`src/rtl/decimator_accum_pkg.sv`:
```
// Shared definitions for the multi-channel decimator: mode encodings and a
// constant-foldable log2 helper used to size the phase counter.
package decimator_accum_pkg;

  localparam logic MODE_SAMPLE = 1'b0;
  localparam logic MODE_SUM    = 1'b1;

  function automatic int clog2(input int value);
    int r;
    r = 0;
    for (int i = 0; i < 32; i++) begin
      if ((1 << r) < value) r++;
    end
    return r;
  endfunction

endpackage

```
`src/rtl/decimator_phase_ctr.sv`:
```
// Run-time-modulus phase counter shared by all lanes; latches factor/mode at group start.
// Zero latency on phase_zero/group_done (combinational on the accepted sample); en=0 freezes all state.
module decimator_phase_ctr
  import decimator_accum_pkg::*;
#(
  parameter int MAX_FACTOR   = 16,
  parameter int FACTOR_WIDTH = $clog2(MAX_FACTOR) + 1
) (
  input  logic                    clk,
  input  logic                    rst,
  input  logic                    en,
  input  logic                    sync,
  input  logic                    data_in_valid,
  input  logic [FACTOR_WIDTH-1:0] factor,
  input  logic                    mode,
  output logic                    phase_zero,
  output logic                    group_done,
  output logic                    mode_eff
);

  localparam int PW = clog2(MAX_FACTOR);
  localparam logic [FACTOR_WIDTH-1:0] ONE   = FACTOR_WIDTH'(1);
  localparam logic [FACTOR_WIDTH-1:0] MAX_F = FACTOR_WIDTH'(MAX_FACTOR);

  logic [PW-1:0]           phase_q, phase_d, phase_eff;
  logic [FACTOR_WIDTH-1:0] factor_q, factor_d, factor_clamped, factor_eff;
  logic                    mode_q, mode_d;
  logic                    accept, start;

  always_comb begin
    accept = en & data_in_valid;
    // A group starts on the first accepted sample at phase 0, or wherever sync lands.
    start  = accept & (sync | (phase_q == '0));

    if (factor == '0)        factor_clamped = ONE;
    else if (factor > MAX_F) factor_clamped = MAX_F;
    else                     factor_clamped = factor;

    factor_eff = start ? factor_clamped : factor_q;
    phase_eff  = start ? '0 : phase_q;
    mode_eff   = start ? mode : mode_q;
    group_done = accept & (FACTOR_WIDTH'(phase_eff) == factor_eff - ONE);
    phase_zero = start;

    phase_d  = phase_q;
    if (accept) phase_d = group_done ? '0 : phase_eff + PW'(1);
    factor_d = start ? factor_clamped : factor_q;
    mode_d   = start ? mode : mode_q;
  end

  always_ff @(posedge clk) begin
    if (rst) begin
      phase_q  <= '0;
      factor_q <= ONE;
      mode_q   <= MODE_SAMPLE;
    end else begin
      phase_q  <= phase_d;
      factor_q <= factor_d;
      mode_q   <= mode_d;
    end
  end

endmodule

```
`src/rtl/decimator_accum.sv`:
```
// Multi-lane decimator (sample-and-drop or block sum); outputs registered, one cycle after the
// group-completing sample. No backpressure: en=0 stalls every register and suppresses data_valid.
module decimator_accum
  import decimator_accum_pkg::*;
#(
  parameter string ARCHITECTURE = "BEHAVIORAL",
  parameter int    DATA_WIDTH   = 8,
  parameter int    CHANNELS     = 2,
  parameter int    MAX_FACTOR   = 16,
  parameter int    FACTOR_WIDTH = $clog2(MAX_FACTOR) + 1,
  parameter int    OUT_WIDTH    = DATA_WIDTH + $clog2(MAX_FACTOR)
) (
  input  logic                           clk,
  input  logic                           rst,
  input  logic                           en,
  input  logic                           mode,
  input  logic [FACTOR_WIDTH-1:0]        factor,
  input  logic                           sync,
  input  logic                           data_in_valid,
  input  logic [CHANNELS*DATA_WIDTH-1:0] data_in,
  output logic                           data_valid,
  output logic [CHANNELS*OUT_WIDTH-1:0]  data_out
);

  logic accept, phase_zero, group_done, mode_eff;
  logic data_valid_q;

  assign accept = en & data_in_valid;

  decimator_phase_ctr #(
    .MAX_FACTOR   (MAX_FACTOR),
    .FACTOR_WIDTH (FACTOR_WIDTH)
  ) u_phase_ctr (
    .clk           (clk),
    .rst           (rst),
    .en            (en),
    .sync          (sync),
    .data_in_valid (data_in_valid),
    .factor        (factor),
    .mode          (mode),
    .phase_zero    (phase_zero),
    .group_done    (group_done),
    .mode_eff      (mode_eff)
  );

  always_ff @(posedge clk) begin
    if (rst) data_valid_q <= 1'b0;
    else     data_valid_q <= group_done;
  end

  assign data_valid = data_valid_q;

  if (ARCHITECTURE == "BEHAVIORAL") begin : g_behavioral
    for (genvar c = 0; c < CHANNELS; c++) begin : g_lane
      logic [OUT_WIDTH-1:0] sample_ext, acc_q, acc_d, out_q, out_d;

      // In sample mode the accumulator simply holds the phase-0 sample for the group.
      always_comb begin
        sample_ext = OUT_WIDTH'(data_in[c*DATA_WIDTH +: DATA_WIDTH]);
        acc_d      = acc_q;
        if (phase_zero)                            acc_d = sample_ext;
        else if (accept && (mode_eff == MODE_SUM)) acc_d = acc_q + sample_ext;
        out_d = group_done ? acc_d : out_q;
      end

      always_ff @(posedge clk) begin
        if (rst) begin
          acc_q <= '0;
          out_q <= '0;
        end else begin
          acc_q <= acc_d;
          out_q <= out_d;
        end
      end

      assign data_out[c*OUT_WIDTH +: OUT_WIDTH] = out_q;
    end
  end else begin : g_unsupported
    assign data_out = '0;
  end

endmodule

```
`config.mk`:
```
export PLATFORM = sky130hd
export DESIGN_NAME = decimator_accum
export DESIGN_NICKNAME = d
export VERILOG_FILES = /design/src/rtl/decimator_accum_pkg.sv /design/src/rtl/decimator_phase_ctr.sv /design/src/rtl/decimator_accum.sv
export SDC_FILE = /design/constraint.sdc
export NUM_CORES = 1
export LEC_CHECK = 0
export CAP_MARGIN = 10
export CORE_MARGIN = 1
export CORE_UTILIZATION = 55
export DETAILED_ROUTE_END_ITERATION = 10
export PLACE_DENSITY = 0.81
export SLEW_MARGIN = 20
export SYNTH_ARGS = -nofsm -noshare
export SYNTH_HDL_FRONTEND = slang
export SYNTH_SLANG_ARGS = --single-unit
```
`constraint.sdc`:
```
create_clock -name clk -period 3.5 [get_ports clk]
set_input_delay 0.7 -clock clk [delete_from_list [all_inputs] [get_ports clk]]
set_output_delay 0.7 -clock clk [all_outputs]
set_load 0.02 [all_outputs]
```
==> summary.md <==
The run gives 0.155 ns as the setup slack of the critical path after layout. The layer with the highest usage is met2. TritonCTS built the clock tree.

After layout, the minimum clock period comes to 3.34 ns. The worst stage delay on the critical path works out to 0.62 ns. The achievable clock frequency was 0.299 GHz. The part of the total power dissipated in sequential elements came out at 0.391. Yosys mapped a number of flops with a built-in enable equal to 0. The area growth from synthesis to layout works out to 23.9%.

The kind of cell with the highest combined delay along the critical path is simple AND/OR/NAND/NOR gates. The logs give 0.487 for the remaining max-slew budget at the tightest pin and 3.73 ns for the data required time at the worst endpoint. Internal power comes to 0.00127 W. The per-cell via count in the routed design is 6.38. The path class of the lowest-slack min-delay path is reg -> reg. For the initial antenna violation count, the log shows 0. CTS root buffer: clkbuf_8. The slowest stage of the critical path is the or4_1 cell.

The share of flip-flops with an asynchronous set or reset after synthesis is 0, and the via count of the first global-routing pass is 3296. The clock transition at the register clock pins on the worst setup and hold paths after CTS works out to 0.07 ns. The cell count after synthesis came out at 421. The repair_antennas step left the layout with diodes totalling 0. Power spread over the standard cell area amounts to 405 nW/um2. The net total in the final layout was 526; the average routed wire per standard cell was 17.2 um.

The core region is 6350 um2. Max-slew violation total from the final report: 0. The buffer and inverter count on the worst path works out to 0.

Total number of vias: 3570. After legalization and detailed placement, the total HPWL measured 6.74 mm. Summed over all failing endpoints, the final setup total negative slack is 0 ns. Yosys printed 0 warnings.

The top cell types in the final layout, fill and taps aside, are dfxtp_1 (59), clkdlybuf4s50_1 (51), nor2_1 (42). Count of port buffers added during placement: 51. In this run the number of H-tree levels came out at 3. The run gives 29 as the site row count. Buffers inserted during clock tree synthesis total 9.

Clock latency on the worst-skew pair: 0.35 ns. The die is 83 um tall. Routability-driven placement finished with a final weighted congestion of 0.996. The tools report the switching power of the nets as 0.000540 W. Clock skew on the completed layout was measured at 0.00660 ns. The flow ran to the end, and the final reports show no timing, DRC or antenna violations. In this run the remaining antenna-violating nets after routing total 0.

Leading register cell type out of synthesis: dfxtp_1. The logs give 3610 um2 for the synthesized cell area and 59 for the total clock sinks. The met3 track demand over resource is 0.0318. Wires add up to 9.60 mm.

The critical path endpoint category is a flop. Synthesis produced a netlist with a net count of 468. The post-synthesis cell type count is 61, and the global-route track usage on met1 is 0.380. After synthesis, the mean cell area works out to 8.57 um2. The critical path goes through or4_1, a21oi_4, mux2i_1, ha_1, nor2_1, mux2i_1, a21o_1, a21oi_1, and2_1, nand3_2, mux2_1. The number of optimization iterations in the first detailed-route pass was 5. For the combinational share of power, the log shows 0.224. The share of the clock period used by the worst path was 0.956; the full die area was 6890 um2.

The post-detailed-route DRC marker count is 0. The biggest fanout along the worst timing path is 11, and the worst-case setup slack after placement is -0.100 ns. The buffer levels on the longest clock path is 2. The slew at the pin with the worst max-slew slack was 0.758 ns.

The switching share of power was 0.299; the global-route track usage on met2 was 0.462. The first global-routing pass estimated 15.7 mm of wire. VDD sags by at most 0.000259 V.

The fraction of final layout cells with drive strength greater than 1 is 0.110, and the total track usage is 0.283. After synthesis the netlist holds a flip-flop and latch count of 59. The I/O pin total is 52, and the worst hold slack is 0.470 ns. Counting stages on the worst path, the most repeated cell is mux2i_1. The run gives 0.385 as the power share of the clock group.

The count of endpoints failing setup in the final report is 0. Data on the critical path arrives at its endpoint at 3.57 ns. The library cell used most frequently in the layout, excluding fill and tap cells, is dfxtp_1. The hold-fix buffer count after cts was 0. After layout, the design draws a total of 0.00181 W. The standby leakage power was 1.62 nW.

The run gives 39 as the pin count of the biggest net entering global routing. STA classifies the critical path startpoint as a flop. Across the run, the number of max-cap violations was 0. The critical path start-end classification was reg -> reg.

The effective utilization at floorplan was 0.568. The overall die width was 83 um. The sequential element share of the synthesized area is 0.327. After global routing the overflow that remains totals 0. The detailed router finished its first iteration with 233 violations.

The tools report the count of endpoints failing hold in the final timing report as 0.
==> state kept, by name (all words and copies together), names as in the netlist <==
name and count:
u_phase_ctr.factor_q 5, g_behavioral.g_lane.acc_q 24, u_phase_ctr.mode_q 1, data_valid 1, u_phase_ctr.phase_q 4, g_behavioral.g_lane.out_q 24
==> cell type report <==
class	count	area [um2]
clock buffers	10	138
clock inverters	5	77.6
fillers	507	1880
inverters	12	45.0
multi-input cells	324	2260
flip-flops and latches	59	1180
well taps	77	96.3
repair buffers	73	676
==> logic make-up after synthesis <==
logic type      synth area share
buf+inv                   0.0537
flops                      0.327
simple gates               0.180
compound gates             0.313
mux                       0.0291
fa+ha+maj                 0.0735
xor+xnor                  0.0236
==> per-layer routing <==
metal | wire length [um] | share of wire
met1 | 4200 | 0.44
met2 | 4570 | 0.48
met3 | 648 | 0.067
met5 | 0 | 0
met4 | 188 | 0.020
==> final timing paths <==
path	start	end	slack, ns	cells after the start
setup / recovery	u_phase_ctr.phase_q[0]	g_behavioral.g_lane[0].out_q[3]	0.16	11
hold / removal	g_behavioral.g_lane[0].out_q[9]	g_behavioral.g_lane[0].out_q[9]	0.47	2
setup reg to reg	u_phase_ctr.phase_q[0]	g_behavioral.g_lane[0].out_q[3]	0.16	11
hold reg to reg	g_behavioral.g_lane[0].out_q[9]	g_behavioral.g_lane[0].out_q[9]	0.47	2
==> synth_stat cells (8+ instances only) <==
master,instances,area share
a211oi_1,11,0.023
a21oi_1,39,0.054
and2_1,12,0.021
clkbuf_1,14,0.015
dfxtp_1,59,0.33
ha_1,18,0.062
inv_1,12,0.012
nand2_1,17,0.018
nand3_1,8,0.011
nand4_1,10,0.017
nor2_1,42,0.044
nor2b_1,11,0.019
nor3_1,12,0.017
o21a_1,13,0.027
o21ai_0,20,0.028
o31ai_1,21,0.044
==> tightest hold or removal path, delay by kind of cell, from the launching register on <==
kind / cells / cell delay (ns)
compound gates: 2 / 0.12
flops: 1 / 0.31
==> through the flow <==
stage,cell area (um2),utilization,instances
final,4470,0.704,560
after global routing,4470,0.704,560
after CTS,4450,0.700,560
after detailed placement,4230,0.666,545
after global placement,4230,0.666,545
after floorplan,3610,-,421
==> power by group through the flow <==
stage                     clock network (W)  logic [W]  registers (W)
after floorplan                           0   0.000275       0.000723
after global placement                    0   0.000380       0.000721
after detailed placement                  0   0.000387       0.000722
after CTS                          0.000698   0.000392       0.000707
after global routing               0.000725   0.000441       0.000709
final                              0.000695   0.000406       0.000707
==> repair_timing <==
action,in CTS,in global routing
resized for setup,0,1
endpoints found under the setup margin,0,10
buffers inserted,0,0
Note: power is estimated with default switching activity, not from simulation.
